`config.mk`:
```
export PLATFORM = sky130hd
export DESIGN_NAME = recursive_mult_seq
export DESIGN_NICKNAME = d
export VERILOG_FILES = /design/src/rtl/rmul_pkg.sv /design/src/rtl/rmul_half_core.sv /design/src/rtl/recursive_mult_seq.sv
export SDC_FILE = /design/constraint.sdc
export NUM_CORES = 1
export LEC_CHECK = 0
export CORE_MARGIN = 8
export CORE_UTILIZATION = 48
export CTS_BUF_LIST = sky130_fd_sc_hd__clkbuf_4
export CTS_CLUSTER_DIAMETER = 50
export DETAILED_ROUTE_END_ITERATION = 8
export GPL_TIMING_DRIVEN = 0
export PLACE_DENSITY = 0.7
export SETUP_SLACK_MARGIN = 0.05
export SYNTH_ARGS = -nofsm -noshare
export SYNTH_HDL_FRONTEND = slang
export SYNTH_SLANG_ARGS = --single-unit
```
`constraint.sdc`:
```
create_clock -name clk -period 8.17 [get_ports clk]
set_input_delay 1.634 -clock clk [delete_from_list [all_inputs] [get_ports clk]]
set_output_delay 1.634 -clock clk [all_outputs]
set_load 0.05 [all_outputs]
```
`src/rtl/rmul_pkg.sv`:
```
// Shared types and helpers for the sequential recursive multiplier.
// Latency: n/a (declarations only). Backpressure: n/a.
// Used by rmul_half_core and recursive_mult_seq (optional RMUL_ERR_DIST_EN).
package rmul_pkg;

  typedef enum logic [2:0] {
    ST_IDLE,
    ST_LL,
    ST_LH,
    ST_HL,
    ST_HH,
    ST_DONE
  } rmul_state_t;

  localparam logic RMUL_EXACT  = 1'b0;
  localparam logic RMUL_APPROX = 1'b1;

  // Keeps bits [width-1:trunc]; callers narrow the result to their product width.
  function automatic logic [63:0] rmul_trunc_mask(input int width, input int trunc);
    logic [63:0] m;
    m = '0;
    for (int i = 0; i < 64; i++) begin
      if (i >= trunc && i < width) m[i] = 1'b1;
    end
    return m;
  endfunction

endpackage

```
`src/rtl/rmul_half_core.sv`:
```
// Combinational HxH unsigned multiplier with optional LSB truncation of the product.
// Latency: 0 cycles (pure combinational). Backpressure: none, no state.
// Time-shared by recursive_mult_seq across the four operand quadrants.
module rmul_half_core
  import rmul_pkg::*;
#(
  parameter int H     = 8,
  parameter int TRUNC = 4
) (
  input  logic [H-1:0]   x,
  input  logic [H-1:0]   y,
  input  logic           approx,
  output logic [2*H-1:0] p
);

  localparam logic [2*H-1:0] MASK = (2*H)'(rmul_trunc_mask(2 * H, TRUNC));

  logic [2*H-1:0] prod;

  assign prod = {{H{1'b0}}, x} * {{H{1'b0}}, y};
  assign p    = approx ? (prod & MASK) : prod;

endmodule

```
`src/rtl/recursive_mult_seq.sv`:
```
// Multi-cycle WxW multiplier: four half-width sub-products through one shared core, exact or approximate.
// Latency: 4 cycles from acceptance to out_valid; one transaction in flight, II >= 6.
// Backpressure: in_ready only in IDLE; result held in DONE until out_ready. RMUL_ERR_DIST_EN adds err_dist.
module recursive_mult_seq
  import rmul_pkg::*;
#(
  parameter int W     = 16,
  parameter int TRUNC = 4
) (
  input  logic           clk,
  input  logic           rst,
  input  logic           in_valid,
  output logic           in_ready,
  input  logic [W-1:0]   a,
  input  logic [W-1:0]   b,
  input  logic           mode,
  output logic           out_valid,
  input  logic           out_ready,
  output logic [2*W-1:0] y
`ifdef RMUL_ERR_DIST_EN
  ,
  output logic [2*W-1:0] err_dist
`endif
);

  localparam int H = W / 2;

  rmul_state_t    state;
  logic [W-1:0]   a_q;
  logic [W-1:0]   b_q;
  logic           mode_q;
  logic [2*W-1:0] acc;

  logic [H-1:0]   x_h;
  logic [H-1:0]   y_h;
  logic           approx_sel;
  logic [2*H-1:0] sub_p;
  logic [2*W-1:0] term;

  // Quadrant select and alignment; HH is never truncated.
  always_comb begin
    x_h        = a_q[H-1:0];
    y_h        = b_q[H-1:0];
    approx_sel = (mode_q == RMUL_APPROX);
    term       = (2*W)'(sub_p);
    case (state)
      ST_LH: begin
        y_h  = b_q[W-1:H];
        term = (2*W)'(sub_p) << H;
      end
      ST_HL: begin
        x_h  = a_q[W-1:H];
        term = (2*W)'(sub_p) << H;
      end
      ST_HH: begin
        x_h        = a_q[W-1:H];
        y_h        = b_q[W-1:H];
        approx_sel = 1'b0;
        term       = (2*W)'(sub_p) << W;
      end
      default: ;
    endcase
  end

  rmul_half_core #(
    .H     (H),
    .TRUNC (TRUNC)
  ) u_core (
    .x      (x_h),
    .y      (y_h),
    .approx (approx_sel),
    .p      (sub_p)
  );

`ifdef RMUL_ERR_DIST_EN
  logic [2*W-1:0] exact_q;
`endif

  always_ff @(posedge clk) begin
    if (rst) begin
      state     <= ST_IDLE;
      in_ready  <= 1'b1;
      out_valid <= 1'b0;
      acc       <= '0;
      a_q       <= '0;
      b_q       <= '0;
      mode_q    <= RMUL_EXACT;
`ifdef RMUL_ERR_DIST_EN
      exact_q   <= '0;
      err_dist  <= '0;
`endif
    end else begin
      case (state)
        ST_IDLE: begin
          if (in_valid) begin
            a_q      <= a;
            b_q      <= b;
            mode_q   <= mode;
            acc      <= '0;
            in_ready <= 1'b0;
            state    <= ST_LL;
`ifdef RMUL_ERR_DIST_EN
            exact_q  <= {{W{1'b0}}, a} * {{W{1'b0}}, b};
`endif
          end
        end
        ST_LL: begin
          acc   <= acc + term;
          state <= ST_LH;
        end
        ST_LH: begin
          acc   <= acc + term;
          state <= ST_HL;
        end
        ST_HL: begin
          acc   <= acc + term;
          state <= ST_HH;
        end
        ST_HH: begin
          acc       <= acc + term;
          out_valid <= 1'b1;
          state     <= ST_DONE;
`ifdef RMUL_ERR_DIST_EN
          err_dist  <= exact_q - (acc + term);
`endif
        end
        ST_DONE: begin
          if (out_ready) begin
            out_valid <= 1'b0;
            in_ready  <= 1'b1;
            state     <= ST_IDLE;
          end
        end
        default: begin
          state     <= ST_IDLE;
          in_ready  <= 1'b1;
          out_valid <= 1'b0;
        end
      endcase
    end
  end

  // The accumulator is only written outside DONE, so y is stable while offered.
  assign y = acc;

endmodule

```
### Word-level counts from Yosys, hierarchy flattened

Index checks and enable logic that the tools add are counted.
Widths: inputs -> output; s select.

| operators by class | value |
|---|---|
| $add $sub $neg | 1 |
| multipliers | 1 |
| equal/unequal tests | 7 |
| multiplexer cells | 15 |
| bitwise operators | 2 |
| reductions and logical operators | 12 |

Operator list:

| cell | count |
|---|---|
| $pmux 32 s2 | 2 |
| $add 32x32->32 | 1 |
| $mux 32 | 1 |
| $pmux 3 s6 | 1 |
| $mul 8x8->16 | 1 |
| $mux 8 | 2 |
| $reduce_and 2->1 | 4 |
| $reduce_or 4->1 | 2 |
| $eq 3x2->1 const B | 2 |
| $eq 3x3->1 const B | 2 |
| $mux 3 | 2 |
| $pmux 1 s3 | 2 |
| $reduce_or 2->1 | 3 |
| $mux 1 | 4 |
| $mux 4 | 1 |
| $ne 2x2->1 const B | 2 |
| $eq 3x1->1 const B | 1 |
| $logic_not 3->1 | 1 |
| $reduce_and 3->1 | 1 |
| $not 1->1 | 2 |
| $reduce_bool 2->1 | 1 |

| storage, ports and cells | value |
|---|---|
| register bits | 70 |
| word-level logic and storage cells | 45 |

### Depth between registers and ports, before layout

Gate-level depths: netlist (run 1).

| depth | value |
|---|---|
| depth after elaboration | 8 |
| depth in mapped cells | 34 |

### By module

A second synthesis (run 1) with hierarchy kept.

| second synthesis, totals | value |
|---|---|
| cells, all modules | 861 |
| area, all modules | 6756.5 µm² |

Modules (own cells, without submodules):

| module | instances | cells an instance | area an instance (µm²) | sequential area each (µm²) |
|---|---|---|---|---|
| recursive_mult_seq | 1 | 614 | 4621.9 | 1401.3 |
| rmul_half_core | 1 | 247 | 2134.5 | 0.0 |

### Worst setup path after synthesis (run 1)

OpenSTA, ideal clock, no wires.

| path | value |
|---|---|
| kind | register to register |
| from | register state[1] |
| to | register acc[29], in the netlist y[29] |
| setup time | 0.117 ns |
| arrival time | 7.398 ns |
| required time | 8.053 ns |
| path slack | 0.654 ns |
| cell stages (with the launch flop) | 31 |
| path buffers | 2 |
| period minus slack after synthesis | 7.516 ns |
| path through | dfxtp_1 -> clkbuf_1 -> nor2b_1 -> buf_2 -> nand2_1 -> nand2_1 -> mux2i_1 -> nor2_1 -> fa_1 -> fa_1 -> fa_1 -> inv_1 -> fa_1 -> inv_1 -> ha_1 -> or3_1 -> nand4_1 -> nand3_1 -> o41ai_1 -> xnor2_1 -> o22ai_1 -> ha_1 -> nand2_1 -> o21ai_0 -> nor2_1 -> o2bb2ai_1 -> a211o_2 -> a21boi_2 -> o21ai_2 -> a21o_1 -> a32o_1 |

| on the way | value |
|---|---|
| word-level cells in the longest chain between the ends | 8 |
| elaborated cells between the ends (all ways) | 20 |
| classes of those cells | 1 x add/sub; 1 x mul; 5 x eq/ne; 6 x mux; 7 x reduce/logical |

Ends and longest elaborated chain:

| item | line | RTL |
|---|---|---|
| start, declared | recursive_mult_seq.sv:28 | `rmul_state_t state;` |
| start signal, assigned | recursive_mult_seq.sv:81 | `state <= ST_IDLE;` |
| start signal, assigned | recursive_mult_seq.sv:101 | `state <= ST_LL;` |
| start signal, assigned | recursive_mult_seq.sv:109 | `state <= ST_LH;` |
| $eq 3x3->1 or $eq 3x2->1 (tied branches) | recursive_mult_seq.sv:46, recursive_mult_seq.sv:93 |  |
| $reduce_or 2->1 (no line) | -- |  |
| $mux 8 | recursive_mult_seq.sv:46 | `case (state)` |
| $mul 8x8->16 | rmul_half_core.sv:20 | `assign prod = {{H{1'b0}}, x} * {{H{1'b0}}, y};` |
| $mux 4 | rmul_half_core.sv:21 | `assign p = approx ? (prod & MASK) : prod;` |
| $pmux 32 s2 | recursive_mult_seq.sv:46 |  |
| $add 32x32->32 | -- |  |
| $pmux 32 s2 | recursive_mult_seq.sv:93 | `case (state)` |
| end signal, assigned | recursive_mult_seq.sv:108 | `acc <= acc + term;` |
| end signal, assigned | recursive_mult_seq.sv:112 | `acc <= acc + term;` |
| end signal, assigned | recursive_mult_seq.sv:116 | `acc <= acc + term;` |
| end, declared | recursive_mult_seq.sv:32 | `logic [2*W-1:0] acc;` |

Parallel ways exist; a longest one is shown, timed or not.
A chain may end at the register's enable or synchronous reset.

### Final worst setup path (run 1)

| path | value |
|---|---|
| from | register state[2] |
| to | register acc[28], in the netlist y[28] |

Same word-level chain as after synthesis.

==> flow_summary.ini, run 1 <==
[run_status]
status = completed

[yosys]
async_flop_share_pct = 0
ys_seq_area_share_pct = 22.3
ys_warn_count = 0
ys_seq_elements = 70
post_synth.cell_area_avg_um2 = 8.04
synth_edf_count = 0
synthDistinctLibCells = 56
postSynthCellCount = 782
synthesis.area_um2 = 6280
synth_nets = 923
synth-main-ff-cell = dfxtp_1

[global_route]
grt-busiest-layer = met2
use_met1_pct = 26.5
grt_pass1_vias = 5470
track_usage_pct = 19.5
grt_use_met3_pct = 3.94
grt_use_met2_pct = 30.2
grt_max_degree = 14
grt_overflow = 0
grt_pass1_wl_um = 26400
antenna_found_initial = 1

[timing]
worstMarginPinSlew_ps = 674
min_period_ps = 7790
finalMaxSlewViolations = 0
fmax_ghz = 0.128
rsz0062_at_grt = true
worst_hold_slack_ps = 476
hold_viol = 0
maxSlewHeadroom_pct = 54.8
fin_skew_ps = 21.3
layout_worst_path_cycle_share_pct = 95.4
setup_viol = 0

[floorplanning]
io_pins = 71
dieArea_um2 = 17000
core_region_area_um2 = 13000
die_h_um = 130
die_x_um = 130
std_cell_rows = 42
start_util_pct = 48.2

[layout]
nets = 1017
drive_above_1_share_pct = 9.76
syn2layout_area_growth_pct = 22.9
layout_common_cells = nand2_1 (101), nor2_1 (95), clkdlybuf4s50_1 (70)
fillers = 1240
multi_input_area_um2 = 4790
utilization_pct = 59.2
layout_commonest_cell = nand2_1
area.sequential_um2 = 1410

[drt]
vias_per_cell = 5.40
antenna_left = 0
drt_iter0_markers = 291
routed_wl_um = 16100
detail_route.wl_per_cell_um = 15.2
drt_pass1_iterations = 5
vias = 5714
drc = 0

[flow_run]
max-cap-violations = 0

[power_and_ir_drop]
internal_power_mw = 0.610
power_frac_seq_pct = 38.9
p_per_area_nw_per_um2 = 130
power_switching_mw = 0.393
ir_worst_vdd_mv = 0.106
clkPwrFrac_pct = 24.5
switching_share_pct = 39.1
power.total_mw = 1.00
combPwrFrac_pct = 36.7
p_leak_nw = 3.42

[cts]
clock-sinks = 70
clkTransAtPathRegs_ps = 140
root_buffer = clkbuf_4
cts_tree = done
htree_levels = 3
clockBufferDepth = 2
insertion_delay_ps = 470
cts-hold-fix-buffers = 0
cts_made_buffers = 9

[place]
port_buffers = 70
gp_congestion = 0.845
dp_hpwl_um = 12400

[setup_path]
cpMaxStageDelayCell = fa_1
r2r_slack_ps = 380
path_common_cell = fa_1
cp_slowest_stage_delay_ps = 570
timing.rr.end = y[28]
crit_required_ps = 8530
crit_path_end_kind = register
reg2reg_depth = 30
start_kind = register
arrival_ps = 8160
critical_path_class = register to register
rr_startpoint = state[2]
cp_max_fo = 10

[min_path]
min_path_cells = 2
worst_hold_startpoint = b_q[9]
worst_hold_path_type = register to register
min_to = b_q[9]
-- power by group through the flow --
stage | Combinational, mW | Clock (mW) | Sequential, mW
floorplan | 0.213 | 0 | 0.400
global placement | 0.324 | 0 | 0.385
detailed placement | 0.328 | 0 | 0.385
CTS | 0.348 | 0.254 | 0.385
global route | 0.403 | 0.265 | 0.393
finish | 0.368 | 0.246 | 0.390
-- stage by stage --
step           setup WS (ps)  std cells  area [um2]  TNS (ps)
2_1_floorplan            654        782        6280         0
3_3_place_gp            -636       1028        7210     -4180
3_5_place_dp            -625       1028        7210     -4340
4_1_cts                 59.4       1046        7550         0
5_1_grt                 14.1       1058        7720         0
6_report                 376       1058        7720         0
-- cell usage after synthesis, types with 3 or more instances --
cell type / count / area [um2]
a211oi_1: 4 / 30.0
a21o_1: 18 / 135
a21oi_1: 66 / 330
a22o_1: 11 / 96.3
a22oi_1: 15 / 113
a31oi_1: 5 / 31.3
and2_1: 12 / 75.1
and3_1: 4 / 25.0
clkbuf_1: 26 / 97.6
dfxtp_1: 70 / 1400
fa_1: 37 / 741
ha_1: 67 / 838
inv_1: 58 / 218
mux2i_1: 19 / 190
nand2_1: 104 / 390
nand2b_1: 3 / 18.8
nand3_1: 10 / 50.1
nand4_1: 3 / 18.8
nor2_1: 96 / 360
nor2b_1: 10 / 62.6
nor3_1: 7 / 35.0
o21a_1: 4 / 30.0
o21ai_0: 24 / 120
o21ai_1: 3 / 15.0
o21bai_1: 7 / 52.6
o22ai_1: 5 / 31.3
or2_2: 16 / 100
or3_1: 4 / 25.0
xnor2_1: 25 / 219
xor2_1: 13 / 114
-- critical path: cells and delay by family, from the launching register on --
family / cells / cell delay [ps]
AO/OA/AOI/OAI: 12 / 2670
XOR/XNOR: 2 / 330
AND/OR/NAND/NOR: 5 / 650
flip-flops: 1 / 420
adder cells (fa/ha/maj): 6 / 2730
buffers and inverters: 4 / 510
multiplexers: 1 / 360
-- cells by family (layout without fill, tap and decap cells) --
group                    count (synthesis)  in the layout  synth area share, %
AND/OR/NAND/NOR                        272            272                 18.8
flip-flops                              70             70                 22.3
multiplexers                            19             19                 3.03
other                                    0              1                    0
adder cells (fa/ha/maj)                104            104                 25.1
XOR/XNOR                                38             38                 5.30
AO/OA/AOI/OAI                          192            192                 20.2
buffers and inverters                   87            186                 5.24
-- timing repair --
item / 4_1_cts / 5_1_grt
pin swaps: 1 / 3
setup buffers: 3 / 12
endpoints found under the setup margin: 16 / 14
gates resized for setup: 30 / 21
-- metal layers --
| layer | wire length [um] | vias up |
|---|---|---|
| met5 | 0 | - |
| met4 | 291 | 0 |
| met3 | 851 | 20 |
| met2 | 7290 | 162 |
| met1 | 7630 | 2658 |
| li1 | - | 2874 |
-- state kept, by name (all words and copies together), names as in the netlist --
name and flops:
a_q 16, y 32, state 3, b_q 16, in_ready 1, mode_q 1, out_valid 1
-- layout make-up --
class / count / share of cell area [%]
Multi-Input combinational cell: 625 / 62.1
Buffer: 27 / 1.41
Tap cell: 176 / 2.85
Timing Repair Buffer: 85 / 10.7
Inverter: 58 / 2.82
Sequential cell: 70 / 18.2
Antenna cell: 1 / 0.0324
Clock buffer: 10 / 0.972
Clock inverter: 6 / 0.907
-- worst max path at each step --
| stage | cells past startpoint | slack, ps | to | start |
|---|---|---|---|---|
| global placement | 29 | -640 | y[29] | state[0] |
| floorplan | 30 | 650 | y[29] | state[1] |
| detailed placement | 28 | -630 | y[29] | state[2] |
| global route | 29 | 10 | y[28] | state[1] |
| finish | 30 | 380 | y[28] | state[2] |
| CTS | 31 | 60 | y[28] | state[0] |
No activity file was read; power rests on OpenSTA's default activity.
==> run 2, diff against run 1 <==
- CORE_UTILIZATION: 48 -> 55
- PLACE_DENSITY: 0.7 -> not set
- PLACE_DENSITY_LB_ADDON: not set -> 0.15
- SKIP_LAST_GASP: not set -> 1
==> flow_summary.ini, run 2 (synthesis results as in run 1) <==
[floorplanning]
die_x_um = 123
io_pins = 71
dieArea_um2 = 15100
start_util_pct = 55.8
std_cell_rows = 39
core_region_area_um2 = 11300
die_h_um = 123

[timing]
fmax_ghz = 0.130
worst_hold_slack_ps = 474
finalMaxSlewViolations = 0
hold_viol = 0
min_period_ps = 7720
rsz0062_at_grt = true
maxSlewHeadroom_pct = 55.8
worstMarginPinSlew_ps = 651
fin_skew_ps = 16.1
layout_worst_path_cycle_share_pct = 94.5
setup_viol = 0

[setup_path]
arrival_ps = 8050
critPathTopFamily = adder cells
timing.rr.end = y[30]
rr_startpoint = state[1]
crit_required_ps = 8500
path_common_cell = fa_1
start_kind = register
cp_max_fo = 10
critical_path_class = register to register
cp_slowest_stage_delay_ps = 570
critPathBufInv = 6
reg2reg_depth = 32
r2r_slack_ps = 450
cpMaxStageDelayCell = fa_1
crit_path_end_kind = register

[run_status]
status = completed

[power_and_ir_drop]
power.total_mw = 0.970
p_per_area_nw_per_um2 = 125
ir_worst_vdd_mv = 0.114
p_leak_nw = 3.47

[global_route]
antenna_found_initial = 0
grt_overflow = 0
grt_pass1_wl_um = 27400
grt_pass1_vias = 5870
track_usage_pct = 22.6
grt_max_degree = 14

[drt]
drt_pass1_iterations = 5
vias = 5909
vias_per_cell = 5.75
routed_wl_um = 16800
detail_route.wl_per_cell_um = 16.3
drc = 0
drt_iter0_markers = 380
antenna_left = 0

[place]
port_buffers = 70
gp_congestion = 0.972
placed_cell_area_um2 = 7160
dp_hpwl_um = 12900
dpl.cell_count = 995

[cts]
cts_tree = done
root_buffer = clkbuf_4
clockBufferDepth = 2
cts_made_buffers = 9
insertion_delay_ps = 450
clkTransAtPathRegs_ps = 130
clock-sinks = 70
htree_levels = 3

[min_path]
min_to = y[30]
min_path_cells = 2
worst_hold_path_type = register to register
worst_hold_startpoint = y[30]

[layout]
final_cell_area_um2 = 7760
syn2layout_area_growth_pct = 23.5
utilization_pct = 68.9
nets = 1021
layout_common_cells = nand2_1 (101), nor2_1 (94), clkdlybuf4s50_1 (70)
drive_above_1_share_pct = 11.6
layout_commonest_cell = nand2_1
largest_reg_flops = 32
final_cells = 1028
diodes = 0

[flow_run]
max-cap-violations = 0
run 2: cell types whose count changed in the layout (fill, tap and decap cells not counted), sizes merged:
cell / delta
bufinv: -1
inv: +1
buf: +4
diode: -1
clkinv: -1
clkinvlp: +1
run 2: layout make-up:
| cell class | instances | area, um2 |
|---|---|---|
| well taps | 143 | 179 |
| multi-input cells | 625 | 4870 |
| flip-flops and latches | 70 | 1400 |
| clock inverters | 6 | 43.8 |
| inverters | 58 | 218 |
| plain buffers | 26 | 106 |
| clock buffers | 10 | 75.1 |
| fillers | 929 | 3510 |
| repair buffers | 90 | 863 |
run 2: layer usage:
metal,track usage [%],up-vias,part of all wire (%)
met4,8.45,0,2.0
met1,28.5,2809,45
li1,-,2878,-
met2,37.7,191,47
met3,4.43,31,6.2
met5,0,-,0
run 2: stage by stage:
stage | setup TNS, ps | setup slack [ps]
floorplan | 0 | 654
global placement | -2420 | -430
detailed placement | -4690 | -664
CTS | 0 | 146
global route | -21.1 | -17.1
finish | 0 | 451
run 2: report_power, final:
group	switching [mW]	leakage (nW)	internal, mW	total, mW
Clock	0.139	0.0672	0.0674	0.206
Combinational	0.225	2.84	0.150	0.376
Sequential	0.0231	0.570	0.364	0.387
Total	0.387	3.47	0.582	0.970
run 2: repair_timing:
action,CTS,global route
resized for setup,35,29
setup endpoints to repair,16,15
buffers inserted,7,13
hold buffers,0,0
pin swaps,1,7
run 2: how the worst max path moves through the flow:
stage | startpoint | cells after the start | slack [ps] | end
after CTS | state[2] | 29 | 150 | y[28]
after detailed placement | state[1] | 29 | -660 | y[29]
after floorplan | state[1] | 30 | 650 | y[29]
final | state[1] | 32 | 450 | y[30]
after global routing | state[1] | 33 | -20 | y[28]
after global placement | state[1] | 29 | -430 | y[29]
run 2: tightest hold or removal path, delay by kind of cell (launching register included):
kind / cells / cell delay, ps
and+or+nand+nor: 1 / 50
AOI/OAI and AO/OA: 1 / 50
DFF: 1 / 340
